## src/rtl/seg7_595_scan_driver.sv

```systemverilog
// Continuous scan driver for a 7-seg display behind two chained 74HC595s.
// Define SEG7_RAW_MODE_EN to add the RAW input (bytes sent undecoded).
module seg7_595_scan_driver #(
  parameter int NUM_DIGITS        = 8,
  parameter int CLK_DIV           = 4,
  parameter int LATCH_CYCLES      = 4,
  parameter bit DIGIT_ACTIVE_HIGH = 1'b1
) (
  input  logic                    CLK,
  input  logic                    nRST,
  input  logic [8*NUM_DIGITS-1:0] DATA,
  input  logic                    LOAD,
`ifdef SEG7_RAW_MODE_EN
  input  logic                    RAW,
`endif
  output logic                    READY,
  output logic                    DIO,
  output logic                    SCK,
  output logic                    RCK,
  output logic                    FRAME
);

  localparam int DW   = 8 * NUM_DIGITS;
  localparam int CMAX = (CLK_DIV > LATCH_CYCLES) ? CLK_DIV : LATCH_CYCLES;
  localparam int CW   = (CMAX > 1) ? $clog2(CMAX) : 1;
  localparam logic [CW-1:0] DIV_M1 = CW'(CLK_DIV - 1);
  localparam logic [CW-1:0] LAT_M1 = CW'(LATCH_CYCLES - 1);
  localparam logic [2:0]    LAST   = 3'(NUM_DIGITS - 1);

  typedef enum logic [1:0] {LOADW, SHL, SHH, LATCH} state_t;

  state_t        r_state, w_state_nx;
  logic [CW-1:0] r_cnt, w_cnt_nx;
  logic [3:0]    r_bit, w_bit_nx;
  logic [2:0]    r_digit, w_digit_nx;
  logic [15:0]   r_word, w_word_nx;
  logic [DW-1:0] r_act, r_pend;
  logic          r_pending;
  logic          r_dio, r_sck, r_rck, r_frame;
  logic          w_wrap, w_xfer, w_accept, w_dio_nx;
  logic [7:0]    w_chr, w_seg, w_oh, w_pos;
  logic          r_raw_act, r_raw_pend, w_raw_in;

`ifdef SEG7_RAW_MODE_EN
  assign w_raw_in = RAW;
`else
  assign w_raw_in = 1'b0;
`endif

  function automatic logic [7:0] f_decode(input logic [7:0] c);
    case (c)
      "0", "O":      return 8'hC0;
      "1":           return 8'hF9;
      "2":           return 8'hA4;
      "3":           return 8'hB0;
      "4":           return 8'h99;
      "5", "S", "s": return 8'h92;
      "6":           return 8'h82;
      "7":           return 8'hF8;
      "8":           return 8'h80;
      "9":           return 8'h98;
      "A":           return 8'h88;
      "b", "B":      return 8'h83;
      "C":           return 8'hC6;
      "c":           return 8'hA7;
      "d", "D":      return 8'hA1;
      "E":           return 8'h86;
      "F", "f":      return 8'h8E;
      "H":           return 8'h89;
      "L":           return 8'hC7;
      "n":           return 8'hAB;
      "P":           return 8'h8C;
      "r":           return 8'hAF;
      "t":           return 8'h87;
      "U":           return 8'hC1;
      "-":           return 8'hBF;
      ".":           return 8'h7F;
      default:       return 8'hFF;
    endcase
  endfunction

  // Select the current digit's character and build its segment/position bytes.
  always_comb begin
    w_chr = 8'h20;
    for (int i = 0; i < NUM_DIGITS; i++)
      if (r_digit == 3'(i)) w_chr = r_act[DW-8-8*i +: 8];
    w_seg = r_raw_act ? w_chr : f_decode(w_chr);
    w_oh  = 8'b1 << r_digit;
    w_pos = DIGIT_ACTIVE_HIGH ? w_oh : ~w_oh;
  end

  // Next-state logic for the shift/latch sequencer.
  always_comb begin
    w_state_nx = r_state;
    w_cnt_nx   = r_cnt;
    w_bit_nx   = r_bit;
    w_digit_nx = r_digit;
    w_word_nx  = r_word;
    w_wrap     = 1'b0;
    unique case (r_state)
      LOADW: begin
        w_state_nx = SHL;
        w_cnt_nx   = DIV_M1;
        w_bit_nx   = 4'd15;
        w_word_nx  = {w_pos, w_seg};
      end
      SHL: begin
        if (r_cnt == '0) begin
          w_state_nx = SHH;
          w_cnt_nx   = DIV_M1;
        end else begin
          w_cnt_nx = r_cnt - 1'b1;
        end
      end
      SHH: begin
        if (r_cnt != '0) begin
          w_cnt_nx = r_cnt - 1'b1;
        end else if (r_bit == 4'd0) begin
          w_state_nx = LATCH;
          w_cnt_nx   = LAT_M1;
        end else begin
          w_state_nx = SHL;
          w_cnt_nx   = DIV_M1;
          w_bit_nx   = r_bit - 1'b1;
        end
      end
      LATCH: begin
        if (r_cnt != '0) begin
          w_cnt_nx = r_cnt - 1'b1;
        end else begin
          w_state_nx = LOADW;
          if (r_digit == LAST) begin
            w_digit_nx = 3'd0;
            w_wrap     = 1'b1;
          end else begin
            w_digit_nx = r_digit + 1'b1;
          end
        end
      end
      default: w_state_nx = LOADW;
    endcase
    w_dio_nx = ((w_state_nx == SHL) || (w_state_nx == SHH))
             ? w_word_nx[w_bit_nx] : 1'b0;
  end

  assign w_xfer   = w_wrap && r_pending;
  assign w_accept = LOAD && (!r_pending || w_xfer);

  // Sequencer state and registered pin outputs.
  always_ff @(posedge CLK) begin
    if (!nRST) begin
      r_state <= LOADW;
      r_cnt   <= '0;
      r_bit   <= 4'd15;
      r_digit <= 3'd0;
      r_word  <= '0;
      r_dio   <= 1'b0;
      r_sck   <= 1'b0;
      r_rck   <= 1'b0;
      r_frame <= 1'b0;
    end else begin
      r_state <= w_state_nx;
      r_cnt   <= w_cnt_nx;
      r_bit   <= w_bit_nx;
      r_digit <= w_digit_nx;
      r_word  <= w_word_nx;
      r_dio   <= w_dio_nx;
      r_sck   <= (w_state_nx == SHH);
      r_rck   <= (w_state_nx == LATCH);
      r_frame <= w_wrap;
    end
  end

  // Double buffer: capture into pending, promote to active at frame wrap.
  always_ff @(posedge CLK) begin
    if (!nRST) begin
      r_act      <= {NUM_DIGITS{8'h20}};
      r_pend     <= {NUM_DIGITS{8'h20}};
      r_pending  <= 1'b0;
      r_raw_act  <= 1'b0;
      r_raw_pend <= 1'b0;
    end else begin
      if (w_xfer) begin
        r_act     <= r_pend;
        r_raw_act <= r_raw_pend;
      end
      if (w_accept) begin
        r_pend     <= DATA;
        r_raw_pend <= w_raw_in;
        r_pending  <= 1'b1;
      end else if (w_xfer) begin
        r_pending <= 1'b0;
      end
    end
  end

  assign READY = !r_pending;
  assign DIO   = r_dio;
  assign SCK   = r_sck;
  assign RCK   = r_rck;
  assign FRAME = r_frame;

endmodule
```

## config.mk

```make
export PLATFORM = sky130hd
export DESIGN_NAME = seg7_595_scan_driver
export DESIGN_NICKNAME = d
export VERILOG_FILES = /design/src/rtl/seg7_595_scan_driver.sv
export SDC_FILE = /design/constraint.sdc
export NUM_CORES = 1
export LEC_CHECK = 0
export ABC_AREA = 1
export ABC_CLOCK_PERIOD_IN_PS = 7200
export CAP_MARGIN = 30
export CORE_MARGIN = 2
export CORE_UTILIZATION = 38
export CTS_CLUSTER_DIAMETER = 100
export DETAILED_ROUTE_END_ITERATION = 10
export PLACE_DENSITY = 0.61
export SLEW_MARGIN = 10
export SYNTH_ARGS = -nofsm -noshare
export SYNTH_HDL_FRONTEND = slang
export SYNTH_SLANG_ARGS = --single-unit
```

## constraint.sdc

```tcl
create_clock -name CLK -period 7.2 [get_ports CLK]
set_input_delay 1.8 -clock CLK [delete_from_list [all_inputs] [get_ports CLK]]
set_output_delay 1.8 -clock CLK [all_outputs]
set_load 0.03 [all_outputs]
```

==> impl_metrics.tcl, run 1 <==
set metrics [dict create \
    cp.required_ns 7.55 \
    rsz0062_at_grt "no" \
    die_y_um 143 \
    crit_fanout 8 \
    first_pass_iters 5 \
    grt_pass1_wl_mm 30.9 \
    worst-path-buf-inv 3 \
    yosys.cell_types.count 41 \
    p_leak_nw 4.07 \
    antenna_found_initial 0 \
    maxClockFrequency_mhz 260 \
    drt-wirelength-per-cell_um 13.0 \
    critPathArrivalTime_ns 4.19 \
    cts_buffers 17 \
    cts.path.max_buffers 2 \
    syn_nets 1176 \
    clk_latency_ns 0.42 \
    intPower_mw 1.51 \
    crit_path_end_kind "register" \
    comb_power_share 0.113 \
    dp_hpwl_mm 12.7 \
    synth-main-ff-cell "dfxtp_1" \
    layout_min_cycle_time_ns 3.84 \
    synth_edf_count 0 \
    grt_usage 0.188 \
    vias 6861 \
    drc 0 \
    maxSlewViolCount 0 \
    min_path_type "reg2reg" \
    row_count 50 \
    p_sw_uw 529 \
    routed_wl_mm 18.3 \
    finClkSkew_ns 0.00798 \
    cp_common_cell "nand2_1" \
    worstMarginPinSlew_ns 0.771 \
    holdWs_ns 0.459 \
    hold_buffers 0 \
    gp_congestion 0.828 \
    syn_inst 1091 \
    timing.critical_path.max_delay_family "simple AND/OR/NAND/NOR gates" \
    routed_via_density 4.89 \
    path_class "reg2reg" \
    seq_area_frac_synth 0.434 \
    yosysMostFrequentCell "nor2_1" \
    fin_setup_tns_ns 0 \
    avgSynthCellArea_sq_um 6.76 \
    post_route_cells_drive_above_1_share 0.0569 \
    cts.sinks 160 \
    grt_pass1_vias 6457 \
    slew-limit-headroom 0.485 \
    finalHoldViolCount 0 \
    diodes 0 \
    htreeDepth 4 \
    io_buffer_count 71 \
    reg2reg_depth 27 \
    peakVddDrop_v 0.000160 \
    area_growth_pct 19.5 \
    die_w_um 143 \
    dr.first_iter.drc_count 364 \
    synth_common_cells "271 x nor2_1, 203 x nand2_1, 160 x dfxtp_1" \
    dpl_cell_area_sq_um 8240 \
    setup_viol 0 \
    ctsRootBufferMaster "clkbuf_16" \
    clkPwrFrac 0.419 \
    min_delay_path_depth 2 \
    synth_async_sr_flop_share 0 \
    grt_start_max_net_pins 83 \
    start_kind "register" \
    cts_tree "built" \
    die-area_sq_um 20500 \
    ant_nets 0 \
    ioPinCount 72 \
    initial_core_util 0.391 \
    fin_crit_sh 0.533 \
    p_sw_frac 0.260 \
    cts_setup_buffers 0 \
    synth_top_area_frac 0.434 \
    nNetsFinal 1214 \
    ctsResizeCount 0 \
    max_cap_viol_count 0 \
    status "complete, no violations" \
    ys_seq_elements 160 \
    clk_pin_slew_worst_paths_ns 0.06 \
    syn_area_sq_um 7380 \
    finalInstanceArea_sq_um 8820 \
    synth_area_leader_cell "dfxtp_1" \
    slowest_delay_ns 0.34 \
    synthTopCellsByArea "dfxtp_1 43%, nor2_1 14%, nand2_1 10%, o21ai_0 10%, nand3_1 4.4%" \
    yosys_warnings 0 \
    coreArea_sq_um 18900 \
    worstSetupPathDepth 27 \
    crit_path_top_delay_cell "ha_1" \
    grt-ovfl-total 0 \
    sequentialPowerShare 0.468 \
    power_density_nw_per_um2 231 \
]
==> layer usage <==
metal	up-vias	track usage	wire length, um
met3	29	0.0337	637
met5	-	0	0
met4	0	0.0604	323
met2	141	0.321	8910
met1	3109	0.242	8410
li1	3582	-	-
==> power by group through the flow <==
| stage | clock, mW | sequential [mW] | combinational [mW] |
|---|---|---|---|
| after floorplan | 0 | 0.969 | 0.149 |
| after global placement | 0 | 0.971 | 0.227 |
| after detailed placement | 0 | 0.972 | 0.230 |
| after CTS | 0.869 | 0.952 | 0.232 |
| after global routing | 0.905 | 0.957 | 0.264 |
| final | 0.852 | 0.952 | 0.231 |
==> layout make-up <==
type	instances	area (sq um)
inverters	79	297
well taps	260	325
multi-input cells	794	3640
clock buffers	17	425
clock inverters	15	136
flip-flops and latches	160	3200
fillers	2034	10100
repair buffers	77	791
==> stage by stage <==
step	util	cells	setup WS, ns	total power, mW
CTS	0.466	1401	3.41	2.05
finish	0.467	1402	3.36	2.03
detailed placement	0.436	1369	3.15	1.20
global placement	0.434	1367	3.02	1.20
global route	0.467	1402	2.91	2.13
floorplan	-	1091	4.23	1.12
==> registers in the layout, indices dropped and copies added (netlist names) <==
register	count
SCK	1
r_word	16
r_act	64
r_state	2
r_pend	64
DIO	1
r_digit	3
r_bit	4
r_pending	1
FRAME	1
RCK	1
r_cnt	2
==> cell usage in the layout, fill, tap and decap left out, types with 5 or more instances in the layout <==
master | synthesis | layout
clkbuf_16 | 0 | 17
or2_2 | 6 | 6
inv_2 | 5 | 6
nand2_2 | 6 | 7
nor2_1 | 271 | 271
nand3_1 | 65 | 65
clkdlybuf4s50_1 | 0 | 70
ha_1 | 18 | 18
o211ai_1 | 7 | 7
nand2_1 | 203 | 202
a21oi_1 | 34 | 34
o21ai_0 | 147 | 147
dfxtp_1 | 160 | 160
inv_1 | 73 | 72
nand4_1 | 5 | 5
==> logic make-up (layout without fill, tap and decap cells) <==
| group | count (synthesis) | in the layout | share of synthesized area |
|---|---|---|---|
| and+or+nand+nor | 567 | 567 | 0.309 |
| AOI/OAI and AO/OA | 209 | 209 | 0.153 |
| DFF | 160 | 160 | 0.434 |
| buffers and inverters | 137 | 188 | 0.0733 |
| adders and majority gates | 18 | 18 | 0.0305 |
==> path summary, 6_finish.rpt <==
path	start	end	slack (ns)
worst max-delay path	r_digit[1]	DIO	3.36
worst min-delay path	r_act[11]	r_act[11]	0.46
worst max register to register	r_digit[1]	DIO	3.36
worst min register to register	r_act[11]	r_act[11]	0.46
==> tightest hold or removal path, stage by stage (launching register included) <==
cell,delay [ns]
dfxtp_1,0.30
inv_1,0.06
a21oi_1,0.06
(Power assumes the default switching activity.)
==> run 2: changes to the inputs <==
ABC_CLOCK_PERIOD_IN_PS = 4000   (was 7200)
clock period = 4 ns   (was 7.2 ns; I/O delays follow)
==> run 2 against run 1 <==
  * Routed wire length is 0.97% higher
  * Power is 87% higher
  * Critical path depth stayed put
  * Hold slack hardly changed
  * Cell count is 0.50% higher
  * First-iteration DRC count is 20% higher
  * Global-route usage hardly changed
==> impl_metrics.tcl, run 2 (same netlist as run 1, synthesis figures left out) <==
set metrics [dict create \
    die_w_um 143 \
    maxSlewViolCount 0 \
    ctsRootBufferMaster "clkbuf_16" \
    first_pass_iters 5 \
    die_y_um 143 \
    routed_via_density 4.84 \
    cts_setup_buffers 0 \
    cts_tree "built" \
    initial_core_util 0.391 \
    crit_fanout 8 \
    nNetsFinal 1222 \
    grt_usage 0.187 \
    ant_nets 0 \
    io_buffer_count 71 \
    status "complete, no violations" \
    fin_crit_sh 0.878 \
    final_common_cell "nor2_1" \
    dr.first_iter.drc_count 435 \
    dp_hpwl_mm 12.9 \
    vias 6814 \
    cts.sinks 160 \
    fillers 1996 \
    multi_input_area_sq_um 3650 \
    power_density_nw_per_um2 428 \
    totalPowerFinal_mw 3.81 \
    area_growth_pct 20.7 \
    slew-limit-headroom 0.449 \
    start_kind "register" \
    routed_wl_mm 18.5 \
    rsz0062_at_grt "no" \
    coreArea_sq_um 18900 \
    critPathArrivalTime_ns 3.87 \
    hold_buffers 0 \
    antenna_found_initial 0 \
    drt-wirelength-per-cell_um 13.1 \
    p_leak_nw 4.12 \
    maxClockFrequency_mhz 285 \
    gp_congestion 0.870 \
    row_count 50 \
    final_cell_mix "270 x nor2_1, 202 x nand2_1, 160 x dfxtp_1" \
    post_route_cells_drive_above_1_share 0.0627 \
    cts.path.max_buffers 2 \
    ioPinCount 72 \
    grt_pass1_wl_mm 31.1 \
    reg_top3 "r_act (64), r_pend (64), r_word (16)" \
    finClkSkew_ns 0.00792 \
    path_class "reg2reg" \
    max_cap_viol_count 0 \
    die-area_sq_um 20500 \
    drc 0 \
    worstMarginPinSlew_ns 0.824 \
    regArea_sq_um 3200 \
    grt-ovfl-total 0 \
    clk_pin_slew_worst_paths_ns 0.06 \
    cp.required_ns 4.36 \
    diodes 0 \
    min_path_type "reg2reg" \
    crit_path_end_kind "register" \
    setup_viol 0 \
    fin_setup_tns_ns 0 \
    finalHoldViolCount 0 \
    layout_min_cycle_time_ns 3.51 \
    clk_latency_ns 0.42 \
    htreeDepth 4 \
    grt_pass1_vias 6511 \
    cts_buffers 17 \
    grt_start_max_net_pins 66 \
    peakVddDrop_v 0.000282 \
]
-- run 2: final timing paths --
kind / startpoint / to / slack [ns] / depth (start not counted)
max: r_digit[1] / DIO / 0.49 / 27
min: r_act[21] / r_act[21] / 0.46 / 2
max reg2reg: r_digit[1] / DIO / 0.49 / 27
min reg2reg: r_act[21] / r_act[21] / 0.46 / 2
-- run 2: final cells by class --
type	count	area share
Multi-Input combinational cell	794	0.410
Sequential cell	160	0.360
Timing Repair Buffer	85	0.0914
Clock buffer	23	0.0548
Tap cell	260	0.0365
Inverter	79	0.0333
Clock inverter	8	0.0145
-- run 2: worst max-delay path, cell delays in order (launching register included) --
cell and delay (ns):
dfxtp_1 0.33, inv_1 0.11, ha_2 0.29, inv_1 0.09, nor2_2 0.18, nand2_1 0.08, nand2_1 0.06, o22ai_1 0.07
o21ai_0 0.15, nor2_1 0.07, o21ai_0 0.15, o21ai_0 0.09, nand2_1 0.24, inv_1 0.13, ha_1 0.32, nand2_1 0.15
nand3_1 0.11, nand2_1 0.08, nand2_1 0.04, nand2_1 0.10, nand3_1 0.07, nand2_1 0.07, nand2_1 0.06, nand2_1 0.05
nand3_1 0.08, nand2_1 0.10, nand3_1 0.08, a21oi_1 0.11
-- run 2: routing by layer --
layer	track usage	vias to the layer above	share of wire
li1	-	3591	-
met1	0.238	3102	0.47
met2	0.330	104	0.49
met3	0.0327	17	0.027
met4	0.0475	0	0.0097
met5	0	-	0
-- run 2: through the flow --
step / worst slack [ns] / area, sq um / hold slack [ns] / util / std cells
final: 0.488 / 8900 / 0.458 / 0.471 / 1409
after global routing: 0.0156 / 8900 / 0.484 / 0.471 / 1409
after CTS: 0.314 / 8900 / 0.458 / 0.471 / 1409
after detailed placement: 0.323 / 8280 / 0.446 / 0.438 / 1378
after global placement: 0.465 / 8280 / 0.445 / 0.438 / 1378
after floorplan: 1.03 / 7380 / 0.421 / - / 1091
-- run 2: timing repair --
item | 4_1_cts | 5_1_grt
hold endpoints to repair | 0 | 0
endpoints found under the setup margin | 0 | 2
gates resized for setup | 0 | 2
-- run 2: power by group --
group | switching [mW] | total, mW | internal, mW
registers | 0.0395 | 1.72 | 1.68
logic | 0.243 | 0.413 | 0.171
clock network | 0.630 | 1.68 | 1.05
==> run 3: changes to the inputs <==
CTS_BUF_LIST = sky130_fd_sc_hd__clkbuf_8   (was default)
TNS_END_PERCENT = 1   (was default)
==> run 3 against run 2 <==
  * First-iteration DRC count is 3.2% lower
  * Routed wire length is 0.84% lower
  * Sequential cell count stayed put
  * Clock power is 25% lower
  * Core utilization is 1.0 points lower
  * Worst setup slack worse by 0.0099 ns
  * Clock-buffer cell count is 2 lower
  * Highest routed layer unchanged
==> impl_metrics.tcl, run 3 (same netlist as run 1, synthesis figures left out) <==
set metrics [dict create \
    grt_pass1_vias 6459 \
    ioPinCount 72 \
    die-area_sq_um 20500 \
    finalInstanceArea_sq_um 8710 \
    hp-start "r_act[21]" \
    holdWs_ns 0.462 \
    final_cell_mix "270 x nor2_1, 202 x nand2_1, 160 x dfxtp_1" \
    final_common_cell "nor2_1" \
    cts_setup_buffers 0 \
    grt_usage 0.186 \
    cts.sinks 160 \
    ctsRootBufferMaster "clkbuf_8" \
    r2r-end "DIO" \
    cp_common_cell "nand2_1" \
    reg2reg_depth 27 \
    post_route_cells_drive_above_1_share 0.0627 \
    clk_pin_slew_worst_paths_ns 0.08 \
    nNetsFinal 1222 \
    max_cap_viol_count 0 \
    diodes 0 \
    routed_wl_mm 18.3 \
    totalPowerFinal_mw 3.38 \
    min_path_type "reg2reg" \
    vias 6793 \
    critPathArrivalTime_ns 3.91 \
    grt-ovfl-total 0 \
    gr-usage-met2 0.326 \
    worst-path-buf-inv 3 \
    grt_start_max_net_pins 66 \
    drc 0 \
    setup_viol 0 \
    io_buffer_count 71 \
    cts_tree "built" \
    fin_crit_sh 0.880 \
    grt.busiest_layer "met2" \
    holdPathEnd "r_act[21]" \
    slowest_delay_ns 0.34 \
    coreArea_sq_um 18900 \
    area_growth_pct 18.1 \
    initial_core_util 0.391 \
    peakVddDrop_v 0.000203 \
    dpl.cell_count 1378 \
    worstSetupPathDepth 27 \
    cts.path.max_buffers 2 \
    layout_min_cycle_time_ns 3.52 \
    layout_setup_ws_ns 0.478 \
    finClkSkew_ns 0.0107 \
    ant_nets 0 \
    min_delay_path_depth 2 \
    r2r_slack_ns 0.48 \
    cp.required_ns 4.38 \
    htreeDepth 4 \
    first_pass_iters 5 \
    grt_use_met3 0.0367 \
    crit_path_top_delay_cell "dfxtp_1" \
    rsz0062_at_grt "no" \
    cts_buffers 17 \
    fillers 2020 \
    worstMarginPinSlew_ns 0.814 \
    routed_via_density 4.82 \
    power_density_nw_per_um2 388 \
    p_leak_nw 4.04 \
    start_kind "register" \
    grt_pass1_wl_mm 30.9 \
    drt-wirelength-per-cell_um 13.0 \
    hold_buffers 0 \
    dp_hpwl_mm 12.9 \
    clk_latency_ns 0.44 \
    slew-limit-headroom 0.456 \
    crit_fanout 8 \
    maxSlewViolCount 0 \
    path_class "reg2reg" \
    reg_top3 "r_act (64), r_pend (64), r_word (16)" \
    fin_cells 1409 \
    reg2reg_from "r_digit[1]" \
    dr.first_iter.drc_count 421 \
    maxClockFrequency_mhz 284 \
    crit_path_end_kind "register" \
    fin_setup_tns_ns 0 \
    antenna_found_initial 0 \
    finalHoldViolCount 0 \
    status "complete, no violations" \
    die_w_um 143 \
    die_y_um 143 \
    timing.critical_path.max_delay_family "simple AND/OR/NAND/NOR gates" \
    use_met1 0.238 \
    dpl_cell_area_sq_um 8280 \
    row_count 50 \
    utilization 0.461 \
    pre_cts_ws_ns 0.323 \
    gp_congestion 0.870 \
]
run 3: changes by cell type in the layout (fill, tap and decap cells not counted):
cell,previous run,this run
inv_1,72,74
clkbuf_1,2,0
clkbuf_16,17,0
clkbuf_8,4,21
run 3: worst max path at each step:
| stage | startpoint | endpoint | slack (ns) |
|---|---|---|---|
| 5_1_grt | r_digit[1] | DIO | 0.01 |
| 2_1_floorplan | r_digit[1] | DIO | 1.03 |
| 3_5_place_dp | r_digit[1] | DIO | 0.32 |
| 6_report | r_digit[1] | DIO | 0.48 |
| 4_1_cts | r_digit[1] | DIO | 0.31 |
| 3_3_place_gp | r_digit[1] | DIO | 0.46 |
run 3: final cells by class:
| type | count | area, sq um | share of cell area |
|---|---|---|---|
| clock buffer | 21 | 289 | 0.0332 |
| clock inverter | 10 | 136 | 0.0157 |
| inverter | 79 | 297 | 0.0340 |
| multi-input combinational | 794 | 3650 | 0.419 |
| sequential | 160 | 3200 | 0.368 |
| tap | 260 | 325 | 0.0373 |
| timing repair buffer | 85 | 813 | 0.0934 |
run 3: per-layer routing:
layer | routed length, um | up-vias
met5 | 0 | -
met4 | 183 | 0
met3 | 466 | 14
met2 | 8990 | 100
met1 | 8670 | 3094
li1 | - | 3585
run 3: report_power, final:
| group | switching (mW) | internal (mW) |
|---|---|---|
| combinational | 0.242 | 0.171 |
| clock | 0.580 | 0.679 |
| sequential | 0.0393 | 1.67 |
run 3: repair_timing:
| item | 4_1_cts | 5_1_grt |
|---|---|---|
| endpoints found under the hold margin | 0 | 0 |
| resized for setup | 0 | 2 |
| setup endpoints to repair | 0 | 2 |
run 3: worst register-to-register path, cell delays in order, from the launching register on:
cell and delay, ns:
dfxtp_1 0.34, inv_1 0.11, ha_2 0.29, inv_1 0.09, nor2_2 0.18, nand2_1 0.08, nand2_1 0.06, o22ai_1 0.07
o21ai_0 0.15, nor2_1 0.06, o21ai_0 0.14, o21ai_0 0.09, nand2_1 0.24, inv_1 0.13, ha_1 0.32, nand2_1 0.15
nand3_1 0.11, nand2_1 0.08, nand2_1 0.04, nand2_1 0.10, nand3_1 0.07, nand2_1 0.07, nand2_1 0.06, nand2_1 0.05
nand3_1 0.07, nand2_1 0.10, nand3_1 0.08, a21oi_1 0.11
